[src/rtl/mem_bist_pkg.sv]
// ============================================================================
// Module : mem_bist_pkg
// Brief  : Shared types and constants for the 32x8 memory self-test sequencer.
// Rev    : 1.0  initial release
// ============================================================================
`default_nettype none

package mem_bist_pkg;

    localparam int DEF_ADDR_WIDTH = 5;
    localparam int DEF_DATA_WIDTH = 8;
    localparam int DEPTH          = 1 << DEF_ADDR_WIDTH;

    // Galois taps for x^8+x^6+x^5+x^4+1, right-shifting form
    localparam logic [7:0] LFSR_TAPS = 8'hB8;
    localparam logic [7:0] RAND_MIN  = 8'h20;
    localparam logic [7:0] RAND_MAX  = 8'h7F;

    typedef enum logic [2:0] {
        ST_IDLE  = 3'd0,
        ST_WRITE = 3'd1,
        ST_READ  = 3'd2,
        ST_CHECK = 3'd3,
        ST_DONE  = 3'd4
    } state_e;

    typedef enum logic [1:0] {
        PH_CLR  = 2'd0,
        PH_ADDR = 2'd1,
        PH_RAND = 2'd2
    } phase_e;

    // Random-phase pattern: 7 LFSR bits, lifted into 0x20..0x7F
    function automatic logic [7:0] rand_data(input logic [7:0] lfsr);
        return (lfsr & RAND_MAX) | ((lfsr[6:5] == 2'b00) ? RAND_MIN : 8'h00);
    endfunction

endpackage

`default_nettype wire

[src/rtl/mem_bist_if.sv]
// ============================================================================
// Module : mem_bist_if
// Brief  : Synchronous memory port driven by the self-test sequencer.
// Rev    : 1.0  initial release
// ============================================================================
`default_nettype none

interface mem_bist_if #(
    parameter int ADDR_WIDTH = 5,
    parameter int DATA_WIDTH = 8
);
    logic                  mem_read;
    logic                  mem_write;
    logic [ADDR_WIDTH-1:0] mem_addr;
    logic [DATA_WIDTH-1:0] mem_wdata;
    logic [DATA_WIDTH-1:0] mem_rdata;

    modport master (
        output mem_read,
        output mem_write,
        output mem_addr,
        output mem_wdata,
        input  mem_rdata
    );

    modport slave (
        input  mem_read,
        input  mem_write,
        input  mem_addr,
        input  mem_wdata,
        output mem_rdata
    );
endinterface

`default_nettype wire

[src/rtl/mem_bist_lfsr.sv]
// ============================================================================
// Module : mem_bist_lfsr
// Brief  : 8-bit Galois LFSR for the random phase; exists only when
//          MEM_BIST_RAND_EN is defined.
// Rev    : 1.0  initial release
// ============================================================================
`default_nettype none

`ifdef MEM_BIST_RAND_EN
module mem_bist_lfsr
    import mem_bist_pkg::*;
#(
    parameter logic [7:0] LFSR_SEED = 8'hA5
) (
    input  wire logic       clk,
    input  wire logic       reset,
    input  wire logic [7:0] seed,
    input  wire logic       load,
    input  wire logic       adv,
    output logic      [7:0] value
);

    always_ff @(posedge clk) begin
        if (reset) begin
            value <= LFSR_SEED;
        end else if (load) begin
            value <= seed;
        end else if (adv) begin
            value <= value[0] ? ((value >> 1) ^ LFSR_TAPS) : (value >> 1);
        end
    end

endmodule
`endif

`default_nettype wire

[src/rtl/mem_bist_ctrl.sv]
// ============================================================================
// Module : mem_bist_ctrl
// Brief  : Memory self-test sequencer: CLR, ADDR and (with MEM_BIST_RAND_EN)
//          RAND phases, saturating miscompare count and first-fail address.
// Rev    : 1.0  initial release
// ============================================================================
`default_nettype none

module mem_bist_ctrl
    import mem_bist_pkg::*;
#(
    parameter int         ADDR_WIDTH = DEF_ADDR_WIDTH,
    parameter int         DATA_WIDTH = DEF_DATA_WIDTH,
    parameter int         ERR_WIDTH  = 8,
    parameter logic [7:0] LFSR_SEED  = 8'hA5
) (
    input  wire logic                  clk,
    input  wire logic                  reset,
    input  wire logic                  start,
    output logic                       busy,
    output logic                       done,
    output logic                       pass,
    output logic      [ERR_WIDTH-1:0]  err_count,
    output logic      [ADDR_WIDTH-1:0] fail_addr,
    mem_bist_if.master                 mem
);

    localparam logic [ADDR_WIDTH-1:0] LAST_ADDR = '1;
    localparam logic [ERR_WIDTH-1:0]  ERR_MAX   = '1;

    state_e                r_state;
    state_e                w_state_next;
    phase_e                r_phase;
    phase_e                w_phase_next;
    logic [ADDR_WIDTH-1:0] r_addr;
    logic [ADDR_WIDTH-1:0] w_addr_next;
    logic [ADDR_WIDTH-1:0] w_addr_inc;
    logic                  w_last;
    logic                  w_clear_run;
    logic                  w_miscompare;
    logic [DATA_WIDTH-1:0] w_expected;

`ifdef MEM_BIST_RAND_EN
    logic       w_lfsr_adv;
    logic [7:0] w_lfsr_value;

    mem_bist_lfsr #(
        .LFSR_SEED (LFSR_SEED)
    ) u_lfsr (
        .clk   (clk),
        .reset (reset),
        .seed  (LFSR_SEED),
        .load  (w_clear_run),
        .adv   (w_lfsr_adv),
        .value (w_lfsr_value)
    );
`endif

    assign w_addr_inc = r_addr + ADDR_WIDTH'(1);
    assign w_last     = (r_addr == LAST_ADDR);

    // Pattern for the current phase/address; drives writes and CHECK alike
    always_comb begin
        w_expected = '0;
        case (r_phase)
            PH_ADDR: w_expected = DATA_WIDTH'(r_addr);
`ifdef MEM_BIST_RAND_EN
            PH_RAND: w_expected = DATA_WIDTH'(rand_data(w_lfsr_value));
`endif
            default: w_expected = '0;
        endcase
    end

    always_ff @(posedge clk) begin
        if (reset) begin
            r_state <= ST_IDLE;
            r_phase <= PH_CLR;
            r_addr  <= '0;
        end else begin
            r_state <= w_state_next;
            r_phase <= w_phase_next;
            r_addr  <= w_addr_next;
        end
    end

    always_comb begin
        w_state_next = r_state;
        w_phase_next = r_phase;
        w_addr_next  = r_addr;
        w_clear_run  = 1'b0;
`ifdef MEM_BIST_RAND_EN
        w_lfsr_adv   = 1'b0;
`endif
        case (r_state)
            ST_IDLE, ST_DONE: begin
                if (start) begin
                    w_state_next = ST_WRITE;
                    w_phase_next = PH_CLR;
                    w_addr_next  = '0;
                    w_clear_run  = 1'b1;
                end
            end
            ST_WRITE: begin
`ifdef MEM_BIST_RAND_EN
                if (r_phase == PH_RAND) begin
                    w_state_next = ST_READ;
                end else
`endif
                if (w_last) begin
                    w_state_next = ST_READ;
                    w_addr_next  = '0;
                end else begin
                    w_addr_next  = w_addr_inc;
                end
            end
            ST_READ: begin
                w_state_next = ST_CHECK;
            end
            ST_CHECK: begin
`ifdef MEM_BIST_RAND_EN
                if (r_phase == PH_RAND) begin
                    w_lfsr_adv = 1'b1;
                    if (w_last) begin
                        w_state_next = ST_DONE;
                    end else begin
                        w_state_next = ST_WRITE;
                        w_addr_next  = w_addr_inc;
                    end
                end else
`endif
                if (!w_last) begin
                    w_state_next = ST_READ;
                    w_addr_next  = w_addr_inc;
                end else if (r_phase == PH_CLR) begin
                    w_state_next = ST_WRITE;
                    w_phase_next = PH_ADDR;
                    w_addr_next  = '0;
                end else begin
`ifdef MEM_BIST_RAND_EN
                    w_state_next = ST_WRITE;
                    w_phase_next = PH_RAND;
                    w_addr_next  = '0;
`else
                    w_state_next = ST_DONE;
`endif
                end
            end
            default: begin
                w_state_next = ST_IDLE;
            end
        endcase
    end

    assign w_miscompare = (r_state == ST_CHECK) && (mem.mem_rdata != w_expected);

    // A zero count means no miscompare yet this run, so it gates the first-fail capture
    always_ff @(posedge clk) begin
        if (reset || w_clear_run) begin
            err_count <= '0;
            fail_addr <= '0;
        end else if (w_miscompare) begin
            if (err_count != ERR_MAX) begin
                err_count <= err_count + ERR_WIDTH'(1);
            end
            if (err_count == '0) begin
                fail_addr <= r_addr;
            end
        end
    end

    assign busy          = (r_state == ST_WRITE) || (r_state == ST_READ) || (r_state == ST_CHECK);
    assign done          = (r_state == ST_DONE);
    assign pass          = done && (err_count == '0);
    assign mem.mem_write = (r_state == ST_WRITE);
    assign mem.mem_read  = (r_state == ST_READ);
    assign mem.mem_addr  = r_addr;
    assign mem.mem_wdata = w_expected;

endmodule

`default_nettype wire

[src/flat_wrapper.sv]
// flat-port wrapper written by rule: the top's interface ports become plain ports
module mem_bist_ctrl_flat import mem_bist_pkg::*;
#(
    parameter int         ADDR_WIDTH = DEF_ADDR_WIDTH,
    parameter int         DATA_WIDTH = DEF_DATA_WIDTH,
    parameter int         ERR_WIDTH  = 8,
    parameter logic [7:0] LFSR_SEED  = 8'hA5
)
  (clk, reset, start, busy, done, pass, err_count, fail_addr, mem_mem_read, mem_mem_write, mem_mem_addr, mem_mem_wdata, mem_mem_rdata);
  mem_bist_if #(.ADDR_WIDTH(ADDR_WIDTH), .DATA_WIDTH(DATA_WIDTH)) mem_i ();
  input  wire logic clk;
  input  wire logic reset;
  input  wire logic start;
  output logic busy;
  output logic done;
  output logic pass;
  output logic      [ERR_WIDTH-1:0] err_count;
  output logic      [ADDR_WIDTH-1:0] fail_addr;
  output wire logic [$bits(mem_i.mem_read)-1:0] mem_mem_read;
  output wire logic [$bits(mem_i.mem_write)-1:0] mem_mem_write;
  output wire logic [$bits(mem_i.mem_addr)-1:0] mem_mem_addr;
  output wire logic [$bits(mem_i.mem_wdata)-1:0] mem_mem_wdata;
  input wire logic [$bits(mem_i.mem_rdata)-1:0] mem_mem_rdata;
  assign mem_mem_read = mem_i.mem_read;
  assign mem_mem_write = mem_i.mem_write;
  assign mem_mem_addr = mem_i.mem_addr;
  assign mem_mem_wdata = mem_i.mem_wdata;
  assign mem_i.mem_rdata = mem_mem_rdata;
  mem_bist_ctrl #(.ADDR_WIDTH(ADDR_WIDTH), .DATA_WIDTH(DATA_WIDTH), .ERR_WIDTH(ERR_WIDTH), .LFSR_SEED(LFSR_SEED)) u_core (.clk(clk), .reset(reset), .start(start), .busy(busy), .done(done), .pass(pass), .err_count(err_count), .fail_addr(fail_addr), .mem(mem_i));
endmodule
[config.mk]
export PLATFORM = sky130hd
export DESIGN_NAME = mem_bist_ctrl_flat
export DESIGN_NICKNAME = d
export VERILOG_FILES = /design/src/rtl/mem_bist_pkg.sv /design/src/rtl/mem_bist_if.sv /design/src/rtl/mem_bist_lfsr.sv /design/src/rtl/mem_bist_ctrl.sv /design/src/flat_wrapper.sv
export SDC_FILE = /design/constraint.sdc
export NUM_CORES = 1
export LEC_CHECK = 0
export ABC_AREA = 1
export BUFFER_PORTS_ARGS = -buffer_cell sky130_fd_sc_hd__buf_2
export CAP_MARGIN = 20
export CORE_AREA = 2 2 62 64
export DETAILED_ROUTE_END_ITERATION = 10
export DIE_AREA = 0 0 64 66
export HOLD_SLACK_MARGIN = 0.1
export PLACE_DENSITY = 0.66
export SETUP_SLACK_MARGIN = 0.05
export SYNTH_ARGS = -nofsm -noshare
export SYNTH_HDL_FRONTEND = slang
export SYNTH_HIERARCHICAL = 1
export SYNTH_SLANG_ARGS = --single-unit
[constraint.sdc]
create_clock -name clk -period 3.1 [get_ports clk]
set_input_delay 0.31 -clock clk [delete_from_list [all_inputs] [get_ports clk]]
set_output_delay 0.31 -clock clk [all_outputs]
set_load 0.005 [all_outputs]
After elaboration in Yosys (flattened, before gate mapping)
Index checks and enable logic that the tools add are counted.
W data, S select, Z words.
{ "op_classes": {"n_eq_ne": 13, "addsub": 2, "muxes": 17, "n_reduce_logical": 16} }
{ "ops": {"columns": ["cell", "count"], "rows": [
  ["$mux W5", 5],
  ["$pmux W5 S3", 1],
  ["$mux W3", 4],
  ["$pmux W3 S4", 1],
  ["$add A8 B1 Y8 const B", 1],
  ["$logic_not A8 Y1", 1],
  ["$ne A8 B5 Y1", 1],
  ["$ne A8 B8 Y1 const B", 1],
  ["$eq A3 B2 Y1 const B", 2],
  ["$mux W2", 3],
  ["$ne A2 B1 Y1 const B", 3],
  ["$reduce_and A2 Y1", 3],
  ["$add A5 B1 Y5 const B", 1],
  ["$eq A5 B5 Y1 const B", 1],
  ["$pmux W2 S2", 1],
  ["$reduce_and A4 Y1", 1],
  ["$eq A3 B1 Y1 const B", 1],
  ["$eq A3 B3 Y1 const B", 1],
  ["$logic_not A3 Y1", 1],
  ["$logic_or A1 B1 Y1", 3],
  ["$ne A3 B3 Y1 const B", 1],
  ["$reduce_and A3 Y1", 1],
  ["$reduce_bool A3 Y1", 1],
  ["$eq A2 B1 Y1 const B", 1],
  ["6 further kinds", 8]
]} }
{ "word_totals": {"register_bits": 23} }

Logic depth before layout (Yosys ltp)
{ "logic_depth": {"ltp_word": 5, "ltp_mapped": 12} }

Least setup slack after synthesis
No wires, ideal clock.
{ "synth_path": {"path_type": "reg-to-reg", "startpoint": "register u_core.r_addr[1] (netlist: u_core/mem.mem_addr[1])", "endpoint": "register u_core.r_addr[0] (netlist: u_core/mem.mem_addr[0])", "n_path_buf": 0, "synth_period_minus_slack_ps": 1529, "setup_slack_ps": 1571, "arrival_time_ps": 1413, "path_stages_with_launch": 10, "cell_sequence": "dfxtp_1 ha_1 nand2_1 nor2_1 ha_1 nand3_4 nand2_4 inv_2 o21ai_0 nor2_1"} }
{ "synth_between": {"elab_chain_len": 3, "word_cells_on_any_way": 6, "cone_classes": "eq/ne: 2; mux: 3; reduce/logical: 1"} }
{ "synth_lines": {"columns": ["element", "line_no", "text"], "rows": [
  ["from (decl)", "mem_bist_ctrl.sv:35", "logic [ADDR_WIDTH-1:0] r_addr;"],
  ["from (signal assigned)", "mem_bist_ctrl.sv:82", "r_addr <= w_addr_next;"],
  ["$eq A5 B5 Y1 *", "mem_bist_ctrl.sv:60", "assign w_last = (r_addr == LAST_ADDR);"],
  ["$ne A3 B3 Y1 (no line) (tied with other cells)", null, null],
  ["$reduce_and A3 Y1 (no line) or $pmux W5 S3 (tied branches)", null, null]
]} }
Mark *: on every way between the ends. The rest lies on a longest branch, timed or not.
A chain may end at the register's enable or synchronous reset.

Final worst setup path
Same ends and word-level chain as after synthesis.

==> results.md <==
- Die Y: 66 um
- Vias in the first global route: 1,230
- GRT Util Overall: 15.7%
- #FFs+latches synth: 22
- CTS max path bufs: 2
- Peak VDD IR: 440 uV
- Max-cap violations: 0
- Worst-path clk slew: 120 ps
- Share of the clock period used by the worst path after layout: 57.3%
- Num ports: 42
- CP max stage cell: dfxtp_1
- Post-Layout Cell Count: 323
- Post CTS Setup Buffer Count: 0
- Slowest stage delay, CP: 470 ps
- Crit path max-delay family: simple AND/OR/NAND/NOR gates
- Post-synthesis sequential area ratio: 29.1%
- Synth top area share: 29.1%
- Switching share of power: 40.5%
- Post-synth EDFFs: 0
- DRC: 0
- Cts hold-fix bufs: 0
- Crit path required time: 3320 ps
- WS Path Type: flop to flop
- CTS Buf Count: 3
- Initial antenna violation count: 0
- Pint: 0.518 mW
- GP Congestion: 0.830
- Die X: 64 um
- Congestion Overflow GR: 0
- Synth warn: 6
- Crit start category: flop
- Crit end category: flop
- Critical R2R Launch: u_core/mem.mem_addr[1]$_SDFFE_PP0P_
- Die ar.: 4220 um2
- Final worst path period need: 1770 ps
- H-tree Lvls: 1
- Mean post-synth cell area: 6.31 um2
- Share of cells above drive strength 1: 20.7%
- Critical path peak fanout: 6
- NumNets Final: 292
- CP cell instances: ha_1 > nand2_1 > nor2_1 > ha_1 > nand3_4 > nand2_4 > inv_2 > o21ai_0 > nor2_1
- DRT iter0 DRCs: 63
- Starting Density: 42.7%
- Via count: 1,480
- PwrDens: 501 nW/um2
- Syn Inst Count: 240
- Worst Path Arrival: 1990 ps
- Sink Count: 22
- Pin count of the biggest net entering global routing: 24
- Vias/cell: 4.58
- WL per Instance: 9.83 um
- Hold Fails Final Rpt: 0
- Largest cells by area after synthesis: dfxtp_1 (29%), nand2_1 (15%), inv_1 (12%)
- Total Wirelength: 3170 um
- Placed Cells: 319
- Number of setup violations in the final report: 0
- Routed Antenna Nets: 0
- Post-synth cell types: 31
- Later-pin clock latency in the skew report: 320 ps
- Prevailing post-synth register cell: dfxtp_1
- Final TNS setup: 0 ps
- Sequential share of power: 39.7%
- Global-route wire length before repair: 5320 um
- Power share of the clock group: 18.9%
- Port Buffer Count: 38
- Combinational Power Share: 41.4%
- RSZ-0062 raised after global routing: no
- Critical path origin: u_core/mem.mem_addr[1]$_SDFFE_PP0P_
- Hold Startpoint: reset
- Post-CTS Resized: 0
- FP Rows: 22
- CTS tree: built
- Worst clock skew: 9.98 ps
- N_diodes: 0
- Total power draw: 0.870 mW
- Synth area leader: dfxtp_1
- DP Wirelength: 2430 um
- Status: completed
- Core ar.: 3550 um2
- Bufs and invs on worst path: 1
- Final Max Tran Viols: 0
- DR pass1 iterations: 4
- Psw: 0.352 mW
- Synthesized cell area: 1520 um2
- Fraction of registers with async set or reset after synthesis: 0%
- Filler instances: 389
- Hold Slack: 227 ps
- Leakage power: 0.911 nW
- Area growth syn-to-layout: 14.6%
- Clock root cell: clkbuf_4
- Fmax: 563 MHz
- Min-Delay Path Class: input port to flop
## path summary, 6_finish.rpt
path,endpoint,slack [ps],cells after the start
worst max-delay path,u_core/mem.mem_addr[0]$_SDFFE_PP0P_,1330,9
worst min-delay path,u_core/mem.mem_addr[1]$_SDFFE_PP0P_,230,2
worst max register to register,u_core/mem.mem_addr[0]$_SDFFE_PP0P_,1330,9
worst min register to register,u_core/fail_addr[3]$_SDFFE_PP0P_,510,4
## power groups by stage
stage,combinational [mW],clock (mW),sequential (mW)
detailed placement,0.360,0,0.352
floorplan,0.277,0,0.349
finish,0.360,0.164,0.346
global placement,0.360,0,0.352
global route,0.418,0.183,0.350
CTS,0.362,0.173,0.346
## per-stage QoR
stage          cell area, um2  worst slack (ps)  util (%)
6_report                 1740              1330      48.9
5_1_grt                  1740              1160      48.9
4_1_cts                  1740              1330      48.9
3_5_place_dp             1700              1350      47.9
3_3_place_gp             1700              1350      47.9
2_1_floorplan            1520              1570         -
## cells by family after synthesis
group | Yosys count | synth area share (%)
other | 1 | 0.247
adders and majority gates | 5 | 4.13
DFF | 22 | 29.1
buffers and inverters | 61 | 17.7
and+or+nand+nor | 135 | 42.9
xor gates and xnor gates | 2 | 1.16
AOI/OAI and AO/OA | 14 | 4.79
## cells in the mapped netlist, types with 2 or more instances
master	count
ha_1	5
nand4_1	14
nor3_1	6
nand3_4	2
inv_1	48
buf_4	4
inv_2	4
nor2_1	26
nand2_1	61
nand2_2	3
nand3_1	15
dfxtp_1	22
a21oi_1	7
buf_6	3
o21ai_0	4
## metal layers
layer	GRT usage, %	share of wire [%]	vias to the layer above	wire length, um
met5	0	0	-	0
met4	5.71	1.4	0	46
met2	25.1	44	36	1390
li1	-	-	803	-
met1	21.5	50	636	1580
met3	2.04	4.9	5	157
## sequential cells by signal, indices dropped and copies added, names as in the netlist
name / cells
u_core/r_phase: 1
u_core/mem.mem_addr: 5
u_core/r_state: 3
u_core/fail_addr: 5
u_core/err_count: 8
## cell type report
| class | instances | area (um2) | area share (%) |
|---|---|---|---|
| clock buffer | 4 | 36.3 | 2.09 |
| inverter | 52 | 195 | 11.2 |
| multi-input combinational | 159 | 815 | 46.9 |
| sequential | 22 | 440 | 25.4 |
| tap | 48 | 60.1 | 3.46 |
| timing repair buffer | 38 | 190 | 11.0 |
## placed cells by master (no fill, tap or decap), types with 2 or more instances in the layout
cell,count
inv_1,48
nand3_4,2
o21ai_0,4
a21oi_1,7
nand2_1,61
dfxtp_1,22
ha_1,5
clkbuf_4,3
nor3_1,6
inv_2,4
nand4_1,14
buf_2,38
nand3_1,15
conb_1,3
nor2_1,26
nand2_2,3
Note: power is estimated with default switching activity, not from simulation.
